$ cat config.mk
export PLATFORM = sky130hd
export DESIGN_NAME = key_scan8
export DESIGN_NICKNAME = d
export VERILOG_FILES = /design/src/rtl/key_scan_pkg.sv /design/src/rtl/key_scan_sync.sv /design/src/rtl/key_scan8.sv
export SDC_FILE = /design/constraint.sdc
export NUM_CORES = 1
export LEC_CHECK = 0
export CELL_PAD_IN_SITES_DETAIL_PLACEMENT = 0
export CELL_PAD_IN_SITES_GLOBAL_PLACEMENT = 2
export CORE_MARGIN = 2
export CORE_UTILIZATION = 37
export DETAILED_ROUTE_END_ITERATION = 6
export PLACE_DENSITY = 0.88
export SLEW_MARGIN = 20
export SYNTH_ARGS = -nofsm -noshare
export SYNTH_HDL_FRONTEND = slang
export SYNTH_HIERARCHICAL = 1
export SYNTH_SLANG_ARGS = --single-unit
export TNS_END_PERCENT = 5
$ cat constraint.sdc
create_clock -name clk -period 3.4 [get_ports clk]
set_input_delay 0.34 -clock clk [delete_from_list [all_inputs] [get_ports clk]]
set_output_delay 0.34 -clock clk [all_outputs]
set_load 0.005 [all_outputs]
$ cat src/rtl/key_scan_pkg.sv
`default_nettype none
// ============================================================================
//  Module   : key_scan_pkg
//  Brief    : Shared types, constants and helpers for the key_scan8 keypad
//             scanner (state encoding, matrix geometry, column encoder).
//  Revision : 1.0 - initial release
// ============================================================================
package key_scan_pkg;

    // Scanner state encoding
    typedef enum logic [1:0] {
        SCAN    = 2'd0,
        CONFIRM = 2'd1,
        REPORT  = 2'd2,
        RELEASE = 2'd3
    } ks_state_t;

    localparam int KS_ROWS   = 8;
    localparam int KS_COLS   = 4;
    localparam int KS_ROW_W  = $clog2(KS_ROWS);
    localparam int KS_COL_W  = $clog2(KS_COLS);
    localparam int KS_CODE_W = 5;
    localparam int KS_CNT_W  = 4;

    // Lowest set column index wins; returns 0 when nothing is set.
    function automatic logic [KS_COL_W-1:0] ks_prio4(input logic [KS_COLS-1:0] c);
        logic [KS_COL_W-1:0] idx;
        idx = 2'd0;
        if (c[0])      idx = 2'd0;
        else if (c[1]) idx = 2'd1;
        else if (c[2]) idx = 2'd2;
        else if (c[3]) idx = 2'd3;
        return idx;
    endfunction

    // True when more than one column is set.
    function automatic logic ks_multi(input logic [KS_COLS-1:0] c);
        return (c & (c - 4'd1)) != 4'd0;
    endfunction

endpackage
`default_nettype wire

$ cat src/rtl/key_scan_sync.sv
`default_nettype none
// ============================================================================
//  Module   : key_scan_sync
//  Brief    : Parameterised-width two-flop synchroniser, async active-low
//             reset to zero.
//  Revision : 1.0 - initial release
// ============================================================================
module key_scan_sync #(
    parameter int WIDTH = 4
) (
    input  logic             clk,
    input  logic             rst_n,
    input  logic [WIDTH-1:0] din,
    output logic [WIDTH-1:0] dout
);

    logic [WIDTH-1:0] r_meta;
    logic [WIDTH-1:0] r_sync;

    // Two-stage capture of the asynchronous inputs
    always_ff @(posedge clk or negedge rst_n) begin
        if (!rst_n) begin
            r_meta <= '0;
            r_sync <= '0;
        end else begin
            r_meta <= din;
            r_sync <= r_meta;
        end
    end

    assign dout = r_sync;

endmodule
`default_nettype wire

$ cat src/rtl/key_scan8.sv
`default_nettype none
// ============================================================================
//  Module   : key_scan8
//  Brief    : 8-row matrix keypad scanner. Drives a binary row index, samples
//             synchronised column returns once per dwell window, debounces
//             press and release, and reports one key code per press over a
//             valid/ready handshake.
//  Config   : define KEY_SCAN_GHOST_EN to treat multi-column samples as
//             "no key" (ghost rejection); default is lowest column wins.
//  Revision : 1.0 - initial release
// ============================================================================
module key_scan8
    import key_scan_pkg::*;
#(
    parameter int DWELL    = 4,
    parameter int DEBOUNCE = 3
) (
    input  logic                 clk,
    input  logic                 rst_n,
    input  logic                 en,
    output logic [KS_ROW_W-1:0]  row_sel,
    input  logic [KS_COLS-1:0]   col_in,
    output logic                 key_valid,
    input  logic                 key_ready,
    output logic [KS_CODE_W-1:0] key_code
);

    localparam int DC_W = $clog2(DWELL);
    localparam logic [DC_W-1:0]     C_DC_LAST  = DC_W'(DWELL - 1);
    localparam logic [KS_CNT_W-1:0] C_DEBOUNCE = KS_CNT_W'(DEBOUNCE);
    localparam logic [KS_CNT_W-1:0] C_CNT_ONE  = 4'd1;

    logic [KS_COLS-1:0]   w_col_s;
    ks_state_t            r_state;
    logic [DC_W-1:0]      r_dc;
    logic [KS_CNT_W-1:0]  r_cnt;
    logic [KS_ROW_W-1:0]  r_row;
    logic [KS_CODE_W-1:0] r_code;
    logic                 r_valid;

    logic                 w_sample;
    logic [KS_COL_W-1:0]  w_col;
    logic                 w_hit;
    logic                 w_press;
    logic                 w_cand_set;
    logic                 w_cand_clear;
    logic [KS_CNT_W-1:0]  w_cnt_inc;
    logic                 w_cnt_done;

    key_scan_sync #(
        .WIDTH (KS_COLS)
    ) u_sync (
        .clk   (clk),
        .rst_n (rst_n),
        .din   (col_in),
        .dout  (w_col_s)
    );

    assign w_sample   = (r_dc == C_DC_LAST);
    assign w_col      = ks_prio4(w_col_s);
    assign w_hit      = w_col_s[r_code[KS_COL_W-1:0]];
    assign w_cnt_inc  = (r_cnt == 4'hF) ? r_cnt : r_cnt + 4'd1;
    assign w_cnt_done = (w_cnt_inc == C_DEBOUNCE);

`ifdef KEY_SCAN_GHOST_EN
    // A multi-column sample is never a valid press and never a clean release
    logic w_multi;
    assign w_multi      = ks_multi(w_col_s);
    assign w_press      = (|w_col_s) && !w_multi;
    assign w_cand_set   = w_hit && !w_multi;
    assign w_cand_clear = !w_hit && !w_multi;
`else
    assign w_press      = |w_col_s;
    assign w_cand_set   = w_hit;
    assign w_cand_clear = !w_hit;
`endif

    // Scan / debounce / report / release sequencer with registered outputs
    always_ff @(posedge clk or negedge rst_n) begin
        if (!rst_n) begin
            r_state <= SCAN;
            r_dc    <= '0;
            r_cnt   <= '0;
            r_row   <= '0;
            r_code  <= '0;
            r_valid <= 1'b0;
        end else begin
            case (r_state)
                SCAN: begin
                    if (en) begin
                        if (w_sample) begin
                            r_dc <= '0;
                            if (w_press) begin
                                r_code <= {r_row, w_col};
                                r_cnt  <= C_CNT_ONE;
                                if (C_CNT_ONE == C_DEBOUNCE) begin
                                    r_state <= REPORT;
                                    r_valid <= 1'b1;
                                end else begin
                                    r_state <= CONFIRM;
                                end
                            end else begin
                                r_row <= r_row + 3'd1;
                            end
                        end else begin
                            r_dc <= r_dc + DC_W'(1);
                        end
                    end
                end
                CONFIRM: begin
                    if (w_sample) begin
                        r_dc <= '0;
                        if (w_cand_set) begin
                            r_cnt <= w_cnt_inc;
                            if (w_cnt_done) begin
                                r_state <= REPORT;
                                r_valid <= 1'b1;
                            end
                        end else begin
                            // Bounce or ghost: abandon and move on to the next row
                            r_state <= SCAN;
                            r_cnt   <= '0;
                            r_row   <= r_row + 3'd1;
                        end
                    end else begin
                        r_dc <= r_dc + DC_W'(1);
                    end
                end
                REPORT: begin
                    r_dc <= '0;
                    if (r_valid && key_ready) begin
                        r_state <= RELEASE;
                        r_valid <= 1'b0;
                        r_cnt   <= '0;
                    end
                end
                RELEASE: begin
                    if (w_sample) begin
                        r_dc <= '0;
                        if (w_cand_clear) begin
                            r_cnt <= w_cnt_inc;
                            if (w_cnt_done) begin
                                r_state <= SCAN;
                                r_cnt   <= '0;
                                r_row   <= r_row + 3'd1;
                            end
                        end else begin
                            r_cnt <= '0;
                        end
                    end else begin
                        r_dc <= r_dc + DC_W'(1);
                    end
                end
                default: begin
                    r_state <= SCAN;
                end
            endcase
        end
    end

    assign row_sel   = r_row;
    assign key_valid = r_valid;
    assign key_code  = r_code;

endmodule
`default_nettype wire

* After elaboration in Yosys (flattened, before gate mapping) *
Index checks and enable logic that the tools add are counted.
Widths: inputs -> output; s select.

storage, ports and cells
  register bits = 25
  bits of input ports = 8
  output and inout port bits = 9
  word-level logic and storage cells = 87

cells by class
  add/sub/neg operators = 3
  order comparisons = 1
  equality and inequality tests = 19
  multiplexer cells = 45
  reduce and logical (&&, ||, !) cells = 11

operators by type and width
  cell                 count
  $mux 4               10
  $mux 2               16
  $mux 3               8
  $ne 2x2->1 const B   12
  $reduce_and 9->1     2
  $pmux 4 s4           1
  $pmux 3 s3           1
  $pmux 2 s4           1
  $eq 2x2->1 const B   3
  $pmux 2 s3           1
  $reduce_and 6->1     1
  $mux 1               5
  $reduce_and 5->1     1
  $add 4x1->4 const B  1
  $eq 4x2->1 const B   1
  $eq 4x4->1 const B   1
  $reduce_and 4->1     1
  $reduce_or 4->1      1
  $add 3x1->3 const B  1
  $lt 2x3->1 const B   1
  $ne 3x3->1 const B   1
  $reduce_bool 3->1    1
  $add 2x1->2 const B  1
  $bmux 1 s2           1
  6 further kinds      6

* Logic depth before layout (Yosys ltp) *
Gate-level depths: netlist of run 1.

  depth in word-level cells = 7
  gate-level depth with buffers = 8
  depth with buffers taken out = 7

* Hierarchy *
The synthesis of run 1 kept the hierarchy.

modules (own cells, without submodules)
  module         instances  cells each  area each (sq um)  sequential area each (sq um)
  key_scan8      1          99          1009.7             425.4
  key_scan_sync  1          8           200.2              200.2

* Least setup slack after synthesis of run 1 *
OpenSTA, ideal clock, no wires.

  kind = flip-flop to flip-flop
  from = register r_cnt[0]
  to = register r_row[1] (netlist: row_sel[1])
  setup time = 125 ps
  arrival = 1751 ps
  data required time = 3275 ps
  setup slack = 1525 ps
  cell stages (with the launch flop) = 7
  buffers on the path = 0
  clock period less this slack = 1875 ps
  cells stage by stage = dfrtp_1 -> ha_1 -> xor2_1 -> nor4b_2 -> a22o_2 -> nand2_1 -> mux2_2

between the ends
  word-level cells in the longest chain between the ends = 5
  elaborated cells on any way between the ends = 6
  those cells by class = 1 x add/sub; 3 x eq/ne; 1 x mux; 1 x reduce/logical

RTL lines
  what                                       line              text
  from (decl)                                key_scan8.sv:36   logic [KS_CNT_W-1:0] r_cnt;
  from (signal assigned)                     key_scan8.sv:114  r_cnt <= w_cnt_inc;
  from (signal assigned)                     key_scan8.sv:141  r_cnt <= w_cnt_inc;
  $add 4x1->4 or $eq 4x4->1 (tied branches)  key_scan8.sv:62   assign w_cnt_inc = (r_cnt == 4'hF) ? r_cnt : r_cnt + 4'd1;
  $mux 4 *                                   key_scan8.sv:62
  $eq 4x2->1 *                               key_scan8.sv:63   assign w_cnt_done = (w_cnt_inc == C_DEBOUNCE);
  $ne 2x2->1 (no line) *                     n/a
  $reduce_and 9->1 (no line) *               n/a
  to (signal assigned)                       key_scan8.sv:103  r_row <= r_row + 3'd1;
  to (signal assigned)                       key_scan8.sv:123  r_row <= r_row + 3'd1;
  to (signal assigned)                       key_scan8.sv:145  r_row <= r_row + 3'd1;
  to (decl)                                  key_scan8.sv:37   logic [KS_ROW_W-1:0] r_row;

Mark *: on every way between the ends. The rest lies on a longest branch, timed or not.
A chain may end at the register's enable or synchronous reset.

* Final worst setup path of run 1 *
Ends and elaborated chain as after synthesis.

==> metrics.md, run 1 <==
| Metric | Value |
|---|---|
| Fill count | `299` |
| Main combinational cell family by area after synthesis | `compound AO/OA/AOI/OAI gates` |
| Worst-Margin Slew | `0.550 ns` |
| FF-to-FF path depth | `6` |
| Wire length per cell | `12.5 um` |
| Register area | `626 um^2` |
| Clk_lat worst skew | `0.32 ns` |
| Post-Synthesis Cells | `107` |
| Post-DP HPWL | `1640 um` |
| Worst path slowest cell | `nor4b_2` |
| Fin. Hold Viols | `0` |
| Critical Path RT | `3.63 ns` |
| Hold Path Class | `flop to flop` |
| Multi-input logic area | `547 um^2` |
| Non-filler cells, final | `171` |
| Initial antenna violation count | `0` |
| Mean area per synthesized cell | `11.3 um^2` |
| GPL Wtd Cong | `0.831` |
| Critical-path cell list | `ha_1 -> xor2_1 -> nor4b_2 -> a22o_2 -> nand2_1 -> mux2_2` |
| First-pass GRT wire length | `3860 um` |
| CP peak stage delay | `0.50 ns` |
| Initial Util | `39.3%` |
| Remaining DRCs | `0` |
| Antenna diode count | `0` |
| Clock transition at path regs | `0.14 ns` |
| Synth Area in XOR/XNOR | `2.17%` |
| Die Wd | `61.2 um` |
| Chip height | `61.2 um` |
| Synth Area in Adders | `7.24%` |
| DRT Pass-1 Iters | `4` |
| CP Depth | `6` |
| Bufs and invs on worst path | `0` |
| First DRT Iteration DRCs | `27` |
| Yosys cell types | `32` |
| Max Root-Sink Buffers | `2` |
| Worst EP arrival | `2.32 ns` |
| Drt total wl | `2130 um` |
| Largest net degree at the start of global routing | `26` |
| Core area | `0.00308 mm^2` |
| GRT Total Usage | `14.0%` |
| Synthesized net count | `122` |
| Max capacitance violation total | `0` |
| H-tree depth | `1` |
| Final Skew | `0.00341 ns` |
| Critical Path Start Type | `flop` |
| Clock Tree Root | `clkbuf_4` |
| Total gr overflow | `0` |
| Fmax | `0.478 GHz` |
| Via density | `5.15` |
| Post-synth EDFFs | `0` |
| Delay-heaviest family, CP | `simple AND/OR/NAND/NOR gates` |
| CTS tree | `built` |
| Post-route clock period utilization | `61.5%` |
| Fin. max-slew vios | `0` |
| CP endpoint kind | `flop` |
| Port Buffers | `16` |
| Maximum vdd drop | `345 uV` |
| Critical path type | `flop to flop` |
| Most used flip-flop cell after synthesis | `dfrtp_1` |
| Pwr/cell area | `837 mW/mm^2` |
| Via count | `880` |
| Simple-Gate Fraction of Synth Area | `12.3%` |
| Fin nets | `143` |
| Synth top area cells | `dfrtp_1 52%, ha_1 7.2%, mux2_2 4.7%, nand2_1 3.1%, inv_1 2.8%` |
| Placed insts | `166` |
| Sequential-to-total area share from yosys stat | `51.7%` |
| Synth Register Bits | `25` |
| Area grow syn2layout | `20.4%` |
| Async S/R FF share, synth | `100%` |
| Post-synthesis compound-gate area fraction | `15.3%` |
| Synth top area share | `51.7%` |
| Worst slew margin | `63.2%` |
| Vias in the first global route | `860` |
| Row Count | `20` |
| P_leak | `0.644 nW` |
| Final setup viols | `0` |
| Clock sinks | `25` |
| Unrepaired setup endpoints after global routing | `false` |
| Hold Crit Depth | `0` |
| YS warnings | `6` |
| Top post-synthesis cells by count | `25 x dfrtp_1, 10 x nand2_1, 9 x inv_1` |
| Count leader, synth | `dfrtp_1` |
| Layout cells sized above 1 | `12.6%` |
| Total I/O pin count | `17` |
| Status | `finished, final reports clean` |
| Routed Antenna Nets | `0` |
| Crit Path Max Fanout | `6` |
| Minimum clock period | `2.09 ns` |
| Cell accounting for the most synthesized area | `dfrtp_1` |
| Die area | `0.00374 mm^2` |
| Mux cell area share after synthesis | `8.17%` |
| Syn Std Cell Area | `0.00121 mm^2` |
| Setup TNS | `0 ns` |
| CTS buffer count | `3` |
-- repair_timing --
item,CTS,global route
gates resized for setup,0,0
hold buffers,0,1
buffers inserted,0,0
hold endpoints to repair,0,15
-- cells in the final DEF (no fill, tap or decap) --
cell and instances:
a21o_1 1, a21oi_1 6, a22o_1 2, a22o_2 2, a31oi_1 1, a41oi_1 2
and3_1 3, buf_2 1, clkbuf_4 3, clkdlybuf4s50_1 15, clkinvlp_4 1, dfrtp_1 25
dlygate4sd3_1 1, ha_1 7, inv_1 9, mux2_2 5, mux2i_1 2, mux4_2 1
nand2_1 10, nand2b_1 2, nand3_1 3, nand3b_1 2, nor2_1 3, nor2b_1 1
nor3_1 1, nor4_1 1, nor4b_2 1, o211ai_1 1, o21a_1 2, o21ai_0 5
o21bai_1 1, o221a_2 2, o32ai_1 1, or2_0 1, xnor2_1 2, xor2_1 1
-- final cells by class --
| class | instances | area share [%] |
|---|---|---|
| clock buffer | 3 | 1.55 |
| tap | 44 | 3.78 |
| clock inverter | 1 | 0.515 |
| multi-input combinational | 72 | 37.5 |
| inverter | 9 | 2.32 |
| timing repair buffer | 17 | 11.3 |
| sequential | 25 | 43.0 |
-- worst register-to-register path, stage by stage (launching register included) --
cell and delay (ns):
dfrtp_1 0.45, ha_1 0.27, xor2_1 0.17, nor4b_2 0.50, a22o_2 0.24, nand2_1 0.09, mux2_2 0.28
-- registers in the layout, indices dropped and copies added, names as in the netlist, named ones only --
signal,count
r_state,1
key_code,5
r_cnt,4
r_dc,2
row_sel,3
u_sync/dout,4
u_sync/r_meta,4
key_valid,1
-- per-layer routing --
layer	part of all wire [%]	global-route usage [%]	wire, um
met1	44	16.8	941
met2	51	23.9	1080
met3	3.0	2.52	65
met4	2.0	7.14	42
met5	0	0	0
-- worst paths after layout --
kind                                  start  slack (ns)        endpoint
setup / recovery                   r_cnt[0]        1.31      row_sel[1]
hold / removal             u_sync/r_meta[2]        0.37  u_sync/dout[2]
setup reg to reg                   r_cnt[0]        1.31      row_sel[1]
hold reg to reg            u_sync/r_meta[2]        0.37  u_sync/dout[2]
max in group asynchronous             rst_n        2.52  u_sync/dout[3]
min in group asynchronous             rst_n        0.52        r_cnt[1]
-- metrics by stage --
step                      instance area, um^2  worst slack, ns  utilization [%]  total power, W  hold WS, ns
after floorplan                          1210             1.52                -        0.000888       0.0444
after global placement                   1420             1.38             46.2         0.00108        0.335
after detailed placement                 1420             1.30             46.2         0.00110        0.340
after CTS                                1450             1.28             47.2         0.00124        0.372
after global routing                     1460             1.12             47.3         0.00134        0.380
final                                    1460             1.31             47.3         0.00122        0.367
-- power by group --
group | switching (W) | internal [W]
logic | 0.000283 | 0.000325
registers | 0.0000823 | 0.000391
clock network | 0.0000928 | 0.0000450
-- kinds of logic after synthesis --
group	Yosys count
muxes	8
AOI/OAI and AO/OA	26
DFF	25
xor gates and xnor gates	3
and+or+nand+nor	28
adders and majority gates	7
buffers and inverters	10
(Power assumes the default switching activity.)
==> run 2, diff against run 1 <==
--- a/config.mk
+++ b/config.mk
@@ -8,9 +8,9 @@
 export CELL_PAD_IN_SITES_DETAIL_PLACEMENT = 0
 export CELL_PAD_IN_SITES_GLOBAL_PLACEMENT = 2
 export CORE_MARGIN = 2
-export CORE_UTILIZATION = 37
+export CORE_UTILIZATION = 35
 export DETAILED_ROUTE_END_ITERATION = 6
-export PLACE_DENSITY = 0.88
+export PLACE_DENSITY = 0.85
 export SLEW_MARGIN = 20
 export SYNTH_ARGS = -nofsm -noshare
 export SYNTH_HDL_FRONTEND = slang
==> constraint.sdc (replaced) <==
create_clock -name clk -period 2.05 [get_ports clk]
set_input_delay 0.205 -clock clk [delete_from_list [all_inputs] [get_ports clk]]
set_output_delay 0.205 -clock clk [all_outputs]
set_load 0.005 [all_outputs]
==> metrics.md, run 2 (same netlist as run 1, synthesis figures left out) <==
| Metric | Value |
|---|---|
| Clock sinks | `25` |
| First-pass GRT wire length | `3960 um` |
| Crit Path Max Fanout | `6` |
| Max Root-Sink Buffers | `2` |
| Worst EP arrival | `2.14 ns` |
| Critical-path cell list | `ha_1 -> xor2_1 -> nor4b_2 -> buf_4 -> a22o_2 -> nand2_1 -> mux2_2` |
| Area grow syn2layout | `22.5%` |
| Final setup viols | `0` |
| Worst slew margin | `62.5%` |
| CTS tree | `built` |
| Unrepaired setup endpoints after global routing | `false` |
| Routed Antenna Nets | `0` |
| Most frequent cells in the layout | `25 x dfrtp_1, 16 x clkdlybuf4s50_1, 10 x nand2_1` |
| Via count | `863` |
| Core area | `0.00334 mm^2` |
| Row Count | `21` |
| CP endpoint kind | `flop` |
| Maximum vdd drop | `661 uV` |
| Fin. Hold Viols | `0` |
| H-tree depth | `1` |
| Wire length per cell | `12.5 um` |
| Fmax | `0.521 GHz` |
| Clock Tree Root | `clkbuf_4` |
| Max capacitance violation total | `0` |
| Remaining DRCs | `0` |
| Final Skew | `0.00909 ns` |
| Placed instance area | `0.00145 mm^2` |
| Die area | `0.00394 mm^2` |
| Post-CTS setup buffer count | `0` |
| Vias in the first global route | `844` |
| Setup TNS | `0 ns` |
| P_leak | `0.654 nW` |
| Critical Path RT | `2.28 ns` |
| Pwr/cell area | `1410 mW/mm^2` |
| Total I/O pin count | `17` |
| Drt total wl | `2180 um` |
| Most common cell after layout, fill and taps aside | `dfrtp_1` |
| Clock transition at path regs | `0.15 ns` |
| Port Buffers | `16` |
| Critical Path Start Type | `flop` |
| First DRT Iteration DRCs | `53` |
| CTS buffer count | `3` |
| Hold Path Class | `input port to async pin` |
| Initial Util | `36.3%` |
| Antenna diode count | `0` |
| Status | `finished, final reports clean` |
| Worst path slowest cell | `dfrtp_1` |
| Chip height | `62.8 um` |
| CP peak stage delay | `0.45 ns` |
| GPL Wtd Cong | `0.761` |
| Worst-Margin Slew | `0.557 ns` |
| Post-Place Worst Slack | `0.0549 ns` |
| Post-Layout Inst Area | `0.00148 mm^2` |
| Via density | `4.93` |
| Clk_lat worst skew | `0.33 ns` |
| Largest register FFs | `5` |
| Post-route clock period utilization | `93.6%` |
| Fin nets | `145` |
| Total gr overflow | `0` |
| DRT Pass-1 Iters | `3` |
| Minimum clock period | `1.92 ns` |
| Largest net degree at the start of global routing | `26` |
| Final Core Density | `44.4%` |
| Layout cells sized above 1 | `16.3%` |
| GRT Total Usage | `12.7%` |
| Die Wd | `62.8 um` |
| Initial antenna violation count | `0` |
| Critical path type | `flop to flop` |
| Crit path setup slack, layout | `0.132 ns` |
| Post-DP HPWL | `1680 um` |
| Fin. max-slew vios | `0` |
## run 2: path summary, 6_finish.rpt
check	from	end	cells past startpoint	slack, ns
setup / recovery	r_cnt[0]	row_sel[1]	7	0.13
hold / removal	rst_n	r_cnt[2]	2	0.21
setup reg to reg	r_cnt[0]	row_sel[1]	7	0.13
hold reg to reg	u_sync/r_meta[2]	u_sync/dout[2]	0	0.36
max in group asynchronous	rst_n	u_sync/r_meta[2]	2	1.59
min in group clk	col_in[2]	u_sync/r_meta[2]	1	0.30
## run 2: power breakdown
part	switching, W	internal [W]	total, W	leakage (nW)
clock network	0.000159	0.0000747	0.000233	0.0139
logic	0.000491	0.000583	0.00107	0.335
registers	0.000130	0.000649	0.000779	0.305
## run 2: critical path, delay by kind of cell (launching register included)
kind,cells,cell delay [ns]
xor gates and xnor gates,1,0.16
DFF,1,0.45
buffers and inverters,1,0.19
muxes,1,0.27
AOI/OAI and AO/OA,1,0.15
adders and majority gates,1,0.28
and+or+nand+nor,2,0.32
## run 2: what timing repair did
item	4_1_cts	5_1_grt
hold buffers	0	0
resized for setup	0	3
setup endpoints to repair	0	7
## run 2: area by class of cell
type / count / area, um^2
repair buffers: 19 / 183
multi-input cells: 72 / 553
flip-flops and latches: 25 / 626
clock inverters: 1 / 7.51
clock buffers: 3 / 22.5
inverters: 9 / 33.8
well taps: 46 / 57.6
fillers: 332 / 1850
## run 2: metal layers
metal	vias up	routed length (um)	share of wire (%)	global-route usage (%)
met3	6	48	2.2	2.52
met5	-	0	0	0
li1	429	-	-	-
met4	0	46	2.1	5.83
met1	415	984	45	16.3
met2	13	1110	51	20.7
## run 2: metrics by stage
stage | hold WS, ns | total power (W) | cells
6_report | 0.210 | 0.00209 | 175
5_1_grt | 0.248 | 0.00227 | 175
4_1_cts | 0.229 | 0.00210 | 175
3_5_place_dp | 0.336 | 0.00186 | 171
3_3_place_gp | 0.336 | 0.00184 | 171
2_1_floorplan | -0.0906 | 0.00147 | 107
